**config.mk**
```make
export PLATFORM = sky130hd
export DESIGN_NAME = pci_edu_regs
export DESIGN_NICKNAME = d
export VERILOG_FILES = /design/src/rtl/pci_edu_pkg.sv /design/src/rtl/pci_edu_fact.sv /design/src/rtl/pci_edu_regs.sv
export SDC_FILE = /design/constraint.sdc
export NUM_CORES = 2
export LEC_CHECK = 0
export CAP_MARGIN = 30
export CORE_MARGIN = 10
export CORE_UTILIZATION = 55
export CTS_CLUSTER_DIAMETER = 100
export CTS_CLUSTER_SIZE = 16
export DETAILED_ROUTE_END_ITERATION = 8
export GPL_TIMING_DRIVEN = 0
export MAX_ROUTING_LAYER = met4
export PLACE_DENSITY = 0.74
export SETUP_SLACK_MARGIN = 0.4
export SLEW_MARGIN = 15
export SYNTH_ARGS = -nofsm -noshare
export SYNTH_HDL_FRONTEND = slang
export SYNTH_HIERARCHICAL = 1
export SYNTH_SLANG_ARGS = --single-unit
```
**constraint.sdc**
```tcl
create_clock -name clk -period 20.8 [get_ports clk]
set_input_delay 2.08 -clock clk [delete_from_list [all_inputs] [get_ports clk]]
set_output_delay 2.08 -clock clk [all_outputs]
set_load 0.005 [all_outputs]
```
**src/rtl/pci_edu_pkg.sv**
```systemverilog
// pci_edu_pkg: shared register map, STATUS bit positions and factorial FSM encoding
// for the PCI Edu BAR0 register block.  Rev 1.0
`default_nettype none

package pci_edu_pkg;

   localparam logic [7:0] OFF_ID        = 8'h00;
   localparam logic [7:0] OFF_LIVENESS  = 8'h04;
   localparam logic [7:0] OFF_FACT      = 8'h08;
   localparam logic [7:0] OFF_STATUS    = 8'h20;
   localparam logic [7:0] OFF_IRQ_STAT  = 8'h24;
   localparam logic [7:0] OFF_IRQ_RAISE = 8'h60;
   localparam logic [7:0] OFF_IRQ_ACK   = 8'h64;

   localparam int STATUS_BUSY_BIT   = 0;
   localparam int STATUS_IRQ_EN_BIT = 7;

   typedef enum logic [1:0] {
      FACT_IDLE = 2'd0,
      FACT_MUL  = 2'd1,
      FACT_DONE = 2'd2
   } fact_state_t;

   // Expand byte enables into a 32-bit bit mask.
   function automatic logic [31:0] be_mask(input logic [3:0] be);
      return {{8{be[3]}}, {8{be[2]}}, {8{be[1]}}, {8{be[0]}}};
   endfunction

endpackage

`default_nettype wire

```
**src/rtl/pci_edu_fact.sv**
```systemverilog
// pci_edu_fact: iterative N! engine (mod 2^32), one multiply per cycle.  Rev 1.0
`default_nettype none

module pci_edu_fact
   import pci_edu_pkg::*;
#(
   parameter int FACT_LIMIT = 34
) (
   input  logic        clk,
   input  logic        rst,
   input  logic        start,
   input  logic [31:0] n,
   output logic        busy,
   output logic        done,
   output logic [31:0] result
);

   fact_state_t state, state_nx;
   logic [31:0] acc, acc_nx;
   logic [31:0] cnt, cnt_nx;
   logic [31:0] result_nx;

   always_ff @(posedge clk or posedge rst) begin
      if (rst) begin
         state  <= FACT_IDLE;
         acc    <= '0;
         cnt    <= '0;
         result <= '0;
      end else begin
         state  <= state_nx;
         acc    <= acc_nx;
         cnt    <= cnt_nx;
         result <= result_nx;
      end
   end

   always_comb begin
      state_nx  = state;
      acc_nx    = acc;
      cnt_nx    = cnt;
      result_nx = result;
      case (state)
         FACT_IDLE: begin
            if (start) begin
               acc_nx   = 32'd1;
               cnt_nx   = n;
               state_nx = FACT_MUL;
            end
         end
         FACT_MUL: begin
            // Any N >= limit has at least 32 factors of two, so the result is 0.
            if (cnt >= 32'(FACT_LIMIT)) begin
               acc_nx   = '0;
               state_nx = FACT_DONE;
            end else if (cnt <= 32'd1) begin
               state_nx = FACT_DONE;
            end else begin
               acc_nx = acc * cnt;
               cnt_nx = cnt - 32'd1;
            end
         end
         FACT_DONE: begin
            result_nx = acc;
            state_nx  = FACT_IDLE;
         end
         default: state_nx = FACT_IDLE;
      endcase
   end

   assign busy = (state != FACT_IDLE);
   assign done = (state == FACT_DONE);

endmodule

`default_nettype wire

```
**src/rtl/pci_edu_regs.sv**
```systemverilog
// pci_edu_regs: BAR0 register block of the PCI Edu device (ID, liveness, factorial,
// interrupt status/raise/ack) with 1-cycle read/write ack and level interrupt.  Rev 1.0
`default_nettype none

module pci_edu_regs
   import pci_edu_pkg::*;
#(
   parameter logic [31:0] ID_VAL     = 32'h010000ed,
   parameter int          FACT_LIMIT = 34
) (
   input  logic        clk,
   input  logic        rst,
   input  logic        mem_enable,
   input  logic        mem_iswrite,
   input  logic [7:0]  mem_offset,
   input  logic [3:0]  mem_be,
   input  logic [31:0] mem_write_val,
   output logic [31:0] mem_read_val,
   output logic        mem_ack,
   output logic        intx_req
);

   logic [31:0] liveness;
   logic        irq_en;
   logic [31:0] irq_status, irq_status_nx;

   logic [7:0]  addr;
   logic [31:0] wmask, wdata;
   logic        wr, rd;
   logic        wr_live, wr_fact, wr_status, wr_raise, wr_ack;
   logic        fact_start, fact_busy, fact_done;
   logic [31:0] fact_result;
   logic [31:0] rdata;

   assign addr  = {mem_offset[7:2], 2'b00};
   assign wmask = be_mask(mem_be);
   assign wdata = mem_write_val & wmask;
   assign wr    = mem_enable & mem_iswrite;
   assign rd    = mem_enable & ~mem_iswrite;

   assign wr_live   = wr && (addr == OFF_LIVENESS);
   assign wr_fact   = wr && (addr == OFF_FACT);
   assign wr_status = wr && (addr == OFF_STATUS) && mem_be[0];
   assign wr_raise  = wr && (addr == OFF_IRQ_RAISE);
   assign wr_ack    = wr && (addr == OFF_IRQ_ACK);

   // A write with no bytes enabled carries no operand and must not start a run.
   assign fact_start = wr_fact && (|mem_be) && !fact_busy;

   pci_edu_fact #(
      .FACT_LIMIT (FACT_LIMIT)
   ) u_fact (
      .clk    (clk),
      .rst    (rst),
      .start  (fact_start),
      .n      (wdata),
      .busy   (fact_busy),
      .done   (fact_done),
      .result (fact_result)
   );

   // Completion is OR-ed in last so it survives an ACK of bit 0 in the same cycle.
   always_comb begin
      irq_status_nx = irq_status;
      if (wr_raise)
         irq_status_nx = irq_status_nx | wdata;
      if (wr_ack)
         irq_status_nx = irq_status_nx & ~wdata;
      if (fact_done && irq_en)
         irq_status_nx[0] = 1'b1;
   end

   always_comb begin
      rdata = '0;
      case (addr)
         OFF_ID:       rdata = ID_VAL;
         OFF_LIVENESS: rdata = ~liveness;
         OFF_FACT:     rdata = fact_result;
         OFF_STATUS: begin
            rdata[STATUS_BUSY_BIT]   = fact_busy;
            rdata[STATUS_IRQ_EN_BIT] = irq_en;
         end
         OFF_IRQ_STAT: rdata = irq_status;
         default:      rdata = '0;
      endcase
   end

   always_ff @(posedge clk or posedge rst) begin
      if (rst) begin
         liveness     <= '0;
         irq_en       <= 1'b0;
         irq_status   <= '0;
         intx_req     <= 1'b0;
         mem_ack      <= 1'b0;
         mem_read_val <= '0;
      end else begin
         if (wr_live)
            liveness <= (liveness & ~wmask) | wdata;
         if (wr_status)
            irq_en <= mem_write_val[STATUS_IRQ_EN_BIT];
         irq_status   <= irq_status_nx;
         intx_req     <= |irq_status;
         mem_ack      <= mem_enable;
         mem_read_val <= rd ? rdata : '0;
      end
   end

endmodule

`default_nettype wire
```
; Word-level counts from Yosys, hierarchy flattened
; Index checks and enable logic that the tools add are counted.
[totals]
register_bits = 197
latchBits = 0
ram_bits = 0
rom_bits = 0
input_bits = 48
output_inout_bits = 34
elab_cells = 77
n_memories = 0
[op_classes]
addsub = 1
mul = 1
div = 0
magnitude_cmp = 2
n_eq_ne = 13
shifts = 0
n_mux = 20
bitwise_logic = 11
reduce_logical = 19
[op_table]
columns = op, n
row1 = 2-to-1 mux 32 bit, 9
row2 = one-hot mux 32 bit (2 select lines), 2
row3 = bitwise AND 32 bit, 3
row4 = inverter 32 bit, 3
row5 = one-hot mux 24 bit (4 select lines), 1
row6 = bitwise OR 32 bit, 2
row7 = >= comparator 32 x 6 -> 1 bit (second input constant), 1
row8 = less-or-equal comparator 32 x 1 -> 1 bit (second input constant), 1
row9 = multiplier 32 x 32 -> 32 bit, 1
row10 = OR reduction 32 bit, 1
row11 = subtractor 32 x 1 -> 32 bit (second input constant), 1
row12 = one-hot mux 6 bit (4 select lines), 1
row13 = == test 6 x 4 -> 1 bit (second input constant), 2
row14 = == test 6 x 5 -> 1 bit (second input constant), 2
row15 = one-hot mux 1 bit (5 select lines), 2
row16 = logical AND 1 bit, 9
row17 = logical NOT 8 bit, 1
row18 = == test 6 x 1 -> 1 bit (second input constant), 1
row19 = == test 6 x 2 -> 1 bit (second input constant), 1
row20 = 2-to-1 mux 2 bit, 3
row21 = inequality test 2 bit (second input constant), 3
row22 = one-hot mux 2 bit (2 select lines), 1
row23 = AND reduction 4 bit, 1
row24 = nonzero test 2 bit, 2
row25 = 12 further kinds, 13

; Depth between registers and ports, before layout
[logic_depth]
depth_word = 6
mapped_depth = 26
ltp_nobuf = 24

; Hierarchy
; The synthesis kept the hierarchy.
[modules_own_cells]
columns = module, instances, cells_per_inst, area_each_um2, seq_area_each_um2
row1 = pci_edu_fact, 1, 2169, 20138.1, 2452.4
row2 = pci_edu_regs, 1, 430, 4474.3, 2477.4

; Worst setup path before layout
; No wires, ideal clock.
[synth_path]
kind = register to register
startpoint = register u_fact.cnt[6]
endpoint = register u_fact.acc[31]
setup_ns = 0.121
arrival_time_ns = 7.047
required_time_ns = 20.679
path_slack_ns = 13.632
path_stages_with_launch = 25
n_path_buf = 2
period_less_slack_ns = 7.168
cell_sequence = dfrtp_1 > clkbuf_1 > clkbuf_1 > and2_1 > fa_1 > fa_1 > fa_1 > inv_1 > fa_1 > inv_1 > fa_1 > inv_1 > fa_1 > inv_1 > fa_1 > fa_1 > ha_1 > a211oi_1 > o21ba_2 > o211ai_1 > or4b_1 > a41o_1 > a21oi_2 > xnor2_1 > a22o_1
[synth_via]
elab_chain_len = 4
elab_cells_between_ends = 8
cone_classes = mul: 1 / order compare: 2 / eq/ne: 1 / mux: 3 / reduce/logical: 1
[synth_rtl]
columns = item, line_no
row1 = from (decl), pci_edu_fact.sv:20  ; logic [31:0] cnt, cnt_nx;
row2 = from (signal assigned), pci_edu_fact.sv:32  ; cnt <= cnt_nx;
row3 = multiplier 32 x 32 -> 32 bit, pci_edu_fact.sv:58  ; acc_nx = acc * cnt;
row4 = 2-to-1 mux 32 bit, pci_edu_fact.sv:55  ; end else if (cnt <= 32'd1) begin
row5 = 2-to-1 mux 32 bit, pci_edu_fact.sv:52  ; if (cnt >= 32'(FACT_LIMIT)) begin
row6 = one-hot mux 32 bit (2 select lines), pci_edu_fact.sv:42  ; case (state)
row7 = to (signal assigned), pci_edu_fact.sv:31  ; acc <= acc_nx;
row8 = to (decl), pci_edu_fact.sv:19  ; logic [31:0] acc, acc_nx;
; Several ways; a longest one is shown, not always the timed one. The select of a mux whose other input is x is not followed.
; A chain may end at the register's enable or synchronous reset.

; Worst setup path in the final report
[layout_path]
startpoint = register u_fact.cnt[7]
endpoint = register u_fact.acc[28]
; The elaborated chain is that of the path after synthesis.

==> results by stage <==
Floorplan:
- The die is 232 µm wide.
- The vertical extent of the die is 232 µm.
- After floorplanning, the core was divided into 77 placement rows.
- The core region is 44200 µm².
- During I/O placement, the number of pins put on the boundary was 82.
- For this configuration, the core starts out at a cell density of 0.557.
- The die footprint is 53600 µm².

Yosys:
- The portion of the post-synthesis area used by sequential elements is 0.200.
- A synthesized cell averages 9.47 µm².
- For this run, the leading register cell type out of synthesis is sky130_fd_sc_hd__dfrtp_1.
- During synthesis, Yosys emitted a total of 6 warnings.
- Summing every instance area after synthesis gives 24600 µm².
- By count the netlist is led by sky130_fd_sc_hd__fa_1, sky130_fd_sc_hd__inv_1, sky130_fd_sc_hd__and2_1.
- Ranked by total cell area, the synthesized netlist is headed by sky130_fd_sc_hd__fa_1, sky130_fd_sc_hd__dfrtp_1, sky130_fd_sc_hd__and2_1.
- In this run, synthesis produced a sequential element count of 197.
- The net count after synthesis is 3181.
- Of the post-synthesis cell area, the dominant cell type holds 0.332.
- Summed over all instances, the cell type with the most area after synthesis is sky130_fd_sc_hd__fa_1.
- Yosys mapped a number of flops with a built-in enable equal to 0.
- The share of async-settable or async-resettable flops after synthesis is 1.00.
- Synthesis instantiated 75 different standard cells from the library.
- In the post-synthesis netlist, the cell with the most instances is sky130_fd_sc_hd__fa_1.
- The cell count after synthesis is 2599.

Placed design:
- The placed instance area is 26300 µm².
- The routability congestion estimate from global placement is 0.989.
- The half-perimeter wire length after placement is 68.1 mm.
- Port buffering added 78 buffers.

Timing:
- The total negative slack is 0 ns.
- The final critical delay including setup and external delays is 8.78 ns.
- Setup violations remaining at the end of the flow were counted as 0.
- The maximum clock rate is 114 MHz.
- The number of pins exceeding their max-slew limit in the final report was 0.
- The number of hold violations in the final report was 0.
- In this run the tightest slew margin relative to its limit is 0.267.
- The worst hold slack after final layout is 0.507 ns.
- The portion of the clock cycle consumed by the worst path in the final layout is 0.422.
- On the final layout, the worst clock skew is 0.00950 ns.
- Setup repair after global routing left no endpoint under its margin.
- At the pin with the least slew margin, the transition time is 1.10 ns.

Critical path:
- The number of cells traversed by the worst register-to-register path is 24.
- Data on the critical path is required at its endpoint by 21.12 ns.
- Of all nets on the critical path, the largest fanout is 10.
- The kind of start point of the critical path is a flop.
- The nature of the critical path endpoint is a flop.
- The arrival time reported for the critical path endpoint is 9.10 ns.
- The path type of the worst setup path is reg2reg.

GRT:
- Entering global routing, the biggest net connects 81 pins.
- The via count of the first global-routing pass came to 20840.
- For this run the aggregate overflow at the end of global routing stands at 0.
- The number of antenna violations at the first check in global routing came to 10.
- The first global-routing pass estimated 127 mm of wire.
- The aggregate global-route resource usage is 0.330.

Final layout:
- At the end of the flow, the number of nets in the layout was 3293.
- The count of fill cells added during filler insertion is 3785.
- The area growth from synthesis to final layout is 9.59%.
- Measured on the finished design, the core utilization comes to 0.610.
- The area of all placed cells without fillers is 27000 µm².
- Of the cells placed in the final design, the portion with a size suffix greater than 1 is 0.0646.

CTS:
- The clock net in this run drives a total of 197 sinks.
- The clock insertion delay at the later pin of the skew report is 0.46 ns.
- After clock tree synthesis, the clock-pin slew on the worst setup and hold paths is 0.07 ns.
- After clock tree synthesis, the setup repair step added 0 buffers.
- The number of gates resized after CTS was 0.
- In this run the deepest clock path goes through 2 buffers.
- The H-tree generated during clock tree synthesis spans 4 levels.
- The number of buffers created by CTS is 17.
- The post-cts hold buffer count is 0.
- The buffer cell driving the clock tree root is sky130_fd_sc_hd__clkbuf_16.
- The clock tree from TritonCTS is built.

Min path:
- The class of the most critical hold timing path is reg2reg.
- Along the worst hold path, the cell count comes to 1.

Power:
- In this run the static leakage power is 12.8 nW.
- Overall power consumption after layout is estimated at 0.00472 W.
- The highest ir drop seen on vdd is 0.000308 V.
- In this run the power density over the cells is 175 nW/µm².

Outcome:
- The run finished with clean final reports.

Detailed routing:
- The final routed wirelength across all metal layers is 84.4 mm.
- The count of vias placed by the detailed router is 19554.
- The number of routed nets with antenna violations is 0.
- The first routing iteration left 1856 violations.
- The average wire per standard cell is 25.4 µm.
- In the routed design, unresolved DRC markers number 0.
- The pre-antenna-repair detailed-routing pass consisted of 5 iterations.
- After detailed routing, the number of vias per cell comes to 5.89.

Job:
- The max-cap violation count is 0.
[cell type report]
| cell class | count | area, µm² | area share |
|---|---|---|---|
| diodes | 7 | 17.5 | 0.000649 |
| plain buffers | 160 | 679 | 0.0252 |
| clock buffers | 19 | 453 | 0.0168 |
| clock inverters | 12 | 131 | 0.00487 |
| inverters | 398 | 1500 | 0.0558 |
| multi-input cells | 1844 | 17500 | 0.649 |
| flip-flops and latches | 197 | 4930 | 0.183 |
| well taps | 592 | 741 | 0.0275 |
| repair buffers | 93 | 1010 | 0.0374 |
[worst max-delay path: stages, from the launching register on]
cell and delay [ns]:
sky130_fd_sc_hd__dfrtp_1 0.41, sky130_fd_sc_hd__clkbuf_1 0.62, sky130_fd_sc_hd__clkbuf_1 0.70, sky130_fd_sc_hd__and2_1 0.24
sky130_fd_sc_hd__fa_1 0.45, sky130_fd_sc_hd__fa_1 0.50, sky130_fd_sc_hd__fa_1 0.52, sky130_fd_sc_hd__inv_1 0.05
sky130_fd_sc_hd__fa_1 0.47, sky130_fd_sc_hd__inv_1 0.05, sky130_fd_sc_hd__fa_1 0.49, sky130_fd_sc_hd__inv_1 0.06
sky130_fd_sc_hd__fa_1 0.56, sky130_fd_sc_hd__inv_1 0.06, sky130_fd_sc_hd__fa_1 0.52, sky130_fd_sc_hd__fa_1 0.44
sky130_fd_sc_hd__ha_1 0.36, sky130_fd_sc_hd__a211oi_1 0.40, sky130_fd_sc_hd__o21bai_1 0.21, sky130_fd_sc_hd__a211oi_1 0.19
sky130_fd_sc_hd__o21ai_0 0.12, sky130_fd_sc_hd__a21oi_1 0.39, sky130_fd_sc_hd__nor2_1 0.09, sky130_fd_sc_hd__a2111oi_0 0.58
sky130_fd_sc_hd__o31ai_1 0.14
[per-layer routing]
layer / wire (µm) / part of all wire / vias to the layer above / track usage
met5: 0 / 0 / - / -
met4: 6130 / 0.073 / 0 / 0.209
met3: 7300 / 0.086 / 269 / 0.0672
met2: 39600 / 0.47 / 1019 / 0.516
met1: 31400 / 0.37 / 10015 / 0.386
li1: - / - / 8251 / -
[worst paths after layout]
kind / startpoint / endpoint / slack [ns]
setup / recovery: u_fact/cnt[7] / u_fact/acc[28] / 12.02
hold / removal: flop / flop / 0.51
setup reg to reg: u_fact/cnt[7] / u_fact/acc[28] / 12.02
hold reg to reg: flop / flop / 0.51
max in group asynchronous: rst / async pin / 18.04
min in group asynchronous: rst / u_fact/acc[14] / 2.04
[power breakdown]
| part | switching (W) | internal (W) | total (W) | leakage (nW) |
|---|---|---|---|---|
| logic | 0.00240 | 0.00153 | 0.00392 | 9.96 |
| registers | 0.0000453 | 0.000409 | 0.000454 | 2.61 |
| clock network | 0.000164 | 0.000176 | 0.000340 | 0.284 |
| total | 0.00261 | 0.00211 | 0.00472 | 12.8 |
[kinds of logic after synthesis]
logic type | after synthesis | synth area share
and+or+nand+nor | 850 | 0.178
AOI/OAI and AO/OA | 315 | 0.0783
buffers and inverters | 558 | 0.0883
adders and majority gates | 534 | 0.396
DFF | 197 | 0.200
xor gates and xnor gates | 78 | 0.0283
muxes | 67 | 0.0306
[metrics by stage]
stage	std cells	setup slack, ns
6_report	3322	12.02
5_1_grt	3321	11.72
4_1_cts	3310	12.11
3_5_place_dp	3279	12.17
3_3_place_gp	3269	11.95
2_1_floorplan	2599	13.63
[cell usage in the layout, fill, tap and decap left out, drive strengths merged, types with 10 or more instances in the layout]
| cell type | Yosys | routed |
|---|---|---|
| a21oi | 117 | 117 |
| a22oi | 34 | 34 |
| and2 | 351 | 351 |
| buf | 34 | 49 |
| clkbuf | 126 | 145 |
| clkdlybuf4s50 | 0 | 78 |
| dfrtp | 197 | 197 |
| fa | 408 | 408 |
| ha | 126 | 126 |
| inv | 398 | 407 |
| mux2 | 65 | 65 |
| nand2 | 303 | 303 |
| nand3 | 19 | 19 |
| nor2 | 93 | 93 |
| nor3 | 22 | 22 |
| nor4 | 12 | 12 |
| o21ai | 99 | 99 |
| o31ai | 10 | 10 |
| xnor2 | 55 | 55 |
| xor2 | 22 | 22 |
Power figures use the tool's default switching activity.
==> edit 1 (same settings) <==
Re-encode `fact_state_t` (3 states) as one-hot, 3 bits wide.
--- a/src/rtl/pci_edu_pkg.sv
+++ b/src/rtl/pci_edu_pkg.sv
@@ -15,10 +15,10 @@
    localparam int STATUS_BUSY_BIT   = 0;
    localparam int STATUS_IRQ_EN_BIT = 7;
 
-   typedef enum logic [1:0] {
-      FACT_IDLE = 2'd0,
-      FACT_MUL  = 2'd1,
-      FACT_DONE = 2'd2
+   typedef enum logic [2:0] {
+      FACT_IDLE = 3'b001,
+      FACT_MUL  = 3'b010,
+      FACT_DONE = 3'b100
    } fact_state_t;
 
    // Expand byte enables into a 32-bit bit mask.
Function: same outputs for any inputs over 4 cycles, from zero or initial values and one cycle with rst high; so few cycles prove little.
==> edit 1 against the unedited design <==
  * First-iteration DRC count is 5.4% lower
  * Die area is 0.29% lower
  * Routed wire length is 4.1% higher
  * Sequential cell count is 1 higher
  * Clock skew is 0.00091 ns higher
  * Total power is 1.2% higher
  * Cell count is 0.21% lower
  * Cell area is 0.41% lower
  * Area after synthesis is 0.32% lower
  * Setup slack worse by 0.62 ns
==> edit 1: results <==
critical_path:
  cp_slowest_cell: "a31oi_1"
  max_stage_delay_ns: 0.88
  worstPathArrival_ns: 9.73
power:
  p_int_uw: 2110
  leakagePower_uw: 0.0129
  peakVddDrop_mv: 0.386
route:
  vias: 19500
  drt_iter0_drc: 1756
placement:
  hpwl_um: 70400
  dpl_cell_area_mm2: 0.0262
  dp_slack_ns: 11.70
  place.gp.congestion: 1.04
synth:
  syn-num-nets: 3175
  syn_area_per_cell_um2: 9.46
  ys_warn_count: 6
  synth_adder_area_share_pct: 39.7
  yosys-top-cells-count: "408 x fa_1, 394 x inv_1, 348 x and2_1"
  muxShareOfSynthArea_pct: 3.02
  synth_compound_area_share_pct: 7.63
  synth_edf_count: 0
  synth_cell_types: 73
  synthTopCellsByArea: "fa_1 33%, dfrtp_1 20%, and2_1 8.9%"
  synth_seq_area_share_pct: 20.2
  synth_xor_area_share_pct: 2.88
timing:
  skew_ns: 0.0104
  maxSlewHeadroom_pct: 25.4
outcome:
  status: "finished, final reports clean"
global_routing:
  antenna_found_initial: 5
  grt_pass1_wl_um: 130000
  grt_max_degree: 85
  grt_usage_pct: 34.2
  grt_pass1_vias: 20500
cells_and_area:
  final_cells: 3315
  drive_gt1_share_pct: 5.89
clocking:
  htreeDepth: 4
-- edit 1: cell types whose count changed after synthesis, sizes merged, moves of 6 or more --
cell,before,now
nand2,303,319
nor2,93,80
o21a,2,8
o21ai,99,86
or3,3,9
-- edit 1: power groups by stage --
stage / clock (uW) / sequential, uW / combinational (uW)
after floorplan: 0 / 420 / 2560
after global placement: 0 / 437 / 3840
after detailed placement: 0 / 437 / 3860
after CTS: 351 / 430 / 3910
after global routing: 365 / 431 / 4320
final: 347 / 431 / 3990
-- edit 1: cell families after synthesis --
group,Yosys count
AO/OA/AOI/OAI,312
buffers and inverters,555
flip-flops,198
XOR/XNOR,79
AND/OR/NAND/NOR,849
multiplexers,66
adder cells (fa/ha/maj),534
-- edit 1: worst paths after layout --
kind / slack, ns / from / end / cells after the start
min in group asynchronous: 2.06 / rst / asynchronous set/reset pin / 2
max in group asynchronous: 18.00 / rst / u_fact/state[0] / 3
hold / removal: 0.51 / register / register / 1
setup / recovery: 11.40 / u_fact/acc[7] / u_fact/acc[29] / 25
setup reg to reg: 11.40 / u_fact/acc[7] / u_fact/acc[29] / 25
hold reg to reg: 0.51 / register / register / 1
-- edit 1: layout make-up --
cell class / count / area [um2]
fill: 3911 / 17300
tap: 592 / 741
buffer: 160 / 669
timing repair buffer: 90 / 951
multi-input combinational: 1840 / 17400
clock buffer: 18 / 439
clock inverter: 14 / 163
inverter: 395 / 1490
sequential: 198 / 4960
antenna: 8 / 20.0
-- edit 1: metal layers --
metal	vias to the layer above	track usage, %	routed length [um]
li1	8255	-	-
met1	9976	40.5	33400
met2	989	53.9	41500
met3	276	6.05	6840
met4	0	21.3	6140
met5	-	-	0
==> edit 2 (same flow settings) <==
Made on the original files. `FACT_LIMIT` is set to 34 in 2 places; all go to 17.
--- a/src/rtl/pci_edu_fact.sv
+++ b/src/rtl/pci_edu_fact.sv
@@ -4,7 +4,7 @@
 module pci_edu_fact
    import pci_edu_pkg::*;
 #(
-   parameter int FACT_LIMIT = 34
+   parameter int FACT_LIMIT = 17
 ) (
    input  logic        clk,
    input  logic        rst,
--- a/src/rtl/pci_edu_regs.sv
+++ b/src/rtl/pci_edu_regs.sv
@@ -6,7 +6,7 @@
    import pci_edu_pkg::*;
 #(
    parameter logic [31:0] ID_VAL     = 32'h010000ed,
-   parameter int          FACT_LIMIT = 34
+   parameter int          FACT_LIMIT = 17
 ) (
    input  logic        clk,
    input  logic        rst,
Check against the original RTL: not equivalent (a bounded check fails within 10 cycles, from zero or initial values and one cycle with rst high).
==> edit 2 against the unedited design <==
  * Cell area shrank 0.89%
  * Area after synthesis shrank 0.49%
  * Sequential cell count is the same
  * Routed wire length grew 1.8%
  * Synthesized cell count shrank 1.1%
  * Setup slack gained 0.13 ns
Power is left out: the tool's default activity adds up to more than one toggle a clock period on the data nets, which glitch-free logic cannot reach.
==> edit 2: results <==
global_routing:
  grt_max_degree: 77
  grt_pass1_wl_um: 129000
  gr-usage-met3_pct: 8.50
  grt_pass1_vias: 20900
  grt_util_met1_pct: 41.1
  grt_busiest_layer: "met2"
  grt_usage_pct: 33.6
  antenna_found_initial: 7
  grtUsageMet2_pct: 51.8
worst_hold_path:
  min_path_type: "reg -> reg"
synth:
  muxShareOfSynthArea_pct: 2.99
  synth_seq_area_share_pct: 20.1
  async_flop_share_pct: 100
  synth_adder_area_share_pct: 39.7
  synthTopCellsByArea: "fa_1 33%, dfrtp_1 20%, and2_1 8.8%"
  ys.flop_type: "dfrtp_1"
  syn-num-nets: 3152
  synth_xor_area_share_pct: 2.88
  ys_warn_count: 6
  synth_cell_types: 71
  synth_compound_area_share_pct: 7.88
  yosys-top-cells-count: "408 x fa_1, 400 x inv_1, 344 x and2_1"
clocking:
  cts_setup_buffers: 0
  cts-root-buf: "clkbuf_16"
  ctsResizeCount: 0
  clk_pin_slew_ns: 0.09
  numCtsBuffers: 17
critical_path:
  rrSetupSlack_ns: 12.15
  critPathMaxFanout: 11
  max_stage_delay_ns: 0.68
  cp_slowest_cell: "clkbuf_1"
  worstPathArrival_ns: 9.06
placement:
  hpwl_um: 69300
  port_buffers: 78
  place.gp.congestion: 1.04
  dpl_cell_area_mm2: 0.0261
timing:
  skew_ns: 0.0238
  hold_slack_ns: 0.506
  tightest_slew_ns: 1.07
route:
  wl_per_cell_um: 26.1
  drt_iter0_drc: 2074
  dr.pass1.iters: 6
  vias_per_cell: 5.95
cells_and_area:
  fillers: 3846
  nets: 3255
  drive_gt1_share_pct: 5.95
outcome:
  status: "finished, final reports clean"
edit 2: cell types whose count changed after synthesis, moves of 4 or more:
cell	before	now
a21o_1	8	14
a31oi_1	3	7
nand3_1	19	9
o21ai_0	98	75
nand2_1	303	297
a211oi_1	7	3
and2_1	351	344
o22ai_1	3	11
nor3_1	18	14
a211o_1	0	5
edit 2: metal layers:
metal / vias to the layer above / part of all wire (%)
li1: 8181 / -
met1: 10000 / 39
met2: 1100 / 46
met3: 266 / 9.7
met4: 0 / 5.3
met5: - / 0
edit 2: final timing paths:
path,startpoint,end,cells after the start
min in group asynchronous,rst,u_fact/result[5],2
max in group asynchronous,rst,mem_read_val[15],3
setup / recovery,u_fact/cnt[6],u_fact/acc[29],24
hold reg to reg,register,register,1
hold / removal,register,register,1
setup reg to reg,u_fact/cnt[6],u_fact/acc[29],24
edit 2: stage by stage:
step	cells	worst slack [ns]
floorplan	2571	13.86
global placement	3241	12.23
detailed placement	3244	12.10
CTS	3276	12.08
global route	3287	11.77
finish	3288	12.15
edit 2: critical path: cells and delay by family (launching register included):
family / cells / cell delay [ns]
AOI/OAI and AO/OA: 4 / 1.16
DFF: 1 / 0.37
and+or+nand+nor: 4 / 1.12
adders and majority gates: 9 / 4.31
buffers and inverters: 7 / 1.60
edit 2: cell type report:
cell class / instances / area [um2] / area share [%]
diodes: 9 / 22.5 / 0.0842
plain buffers: 158 / 677 / 2.53
inverters: 400 / 1510 / 5.64
well taps: 592 / 741 / 2.77
flip-flops and latches: 197 / 4930 / 18.4
repair buffers: 84 / 882 / 3.30
multi-input cells: 1816 / 17400 / 65.0
clock inverters: 15 / 163 / 0.608
clock buffers: 17 / 425 / 1.59
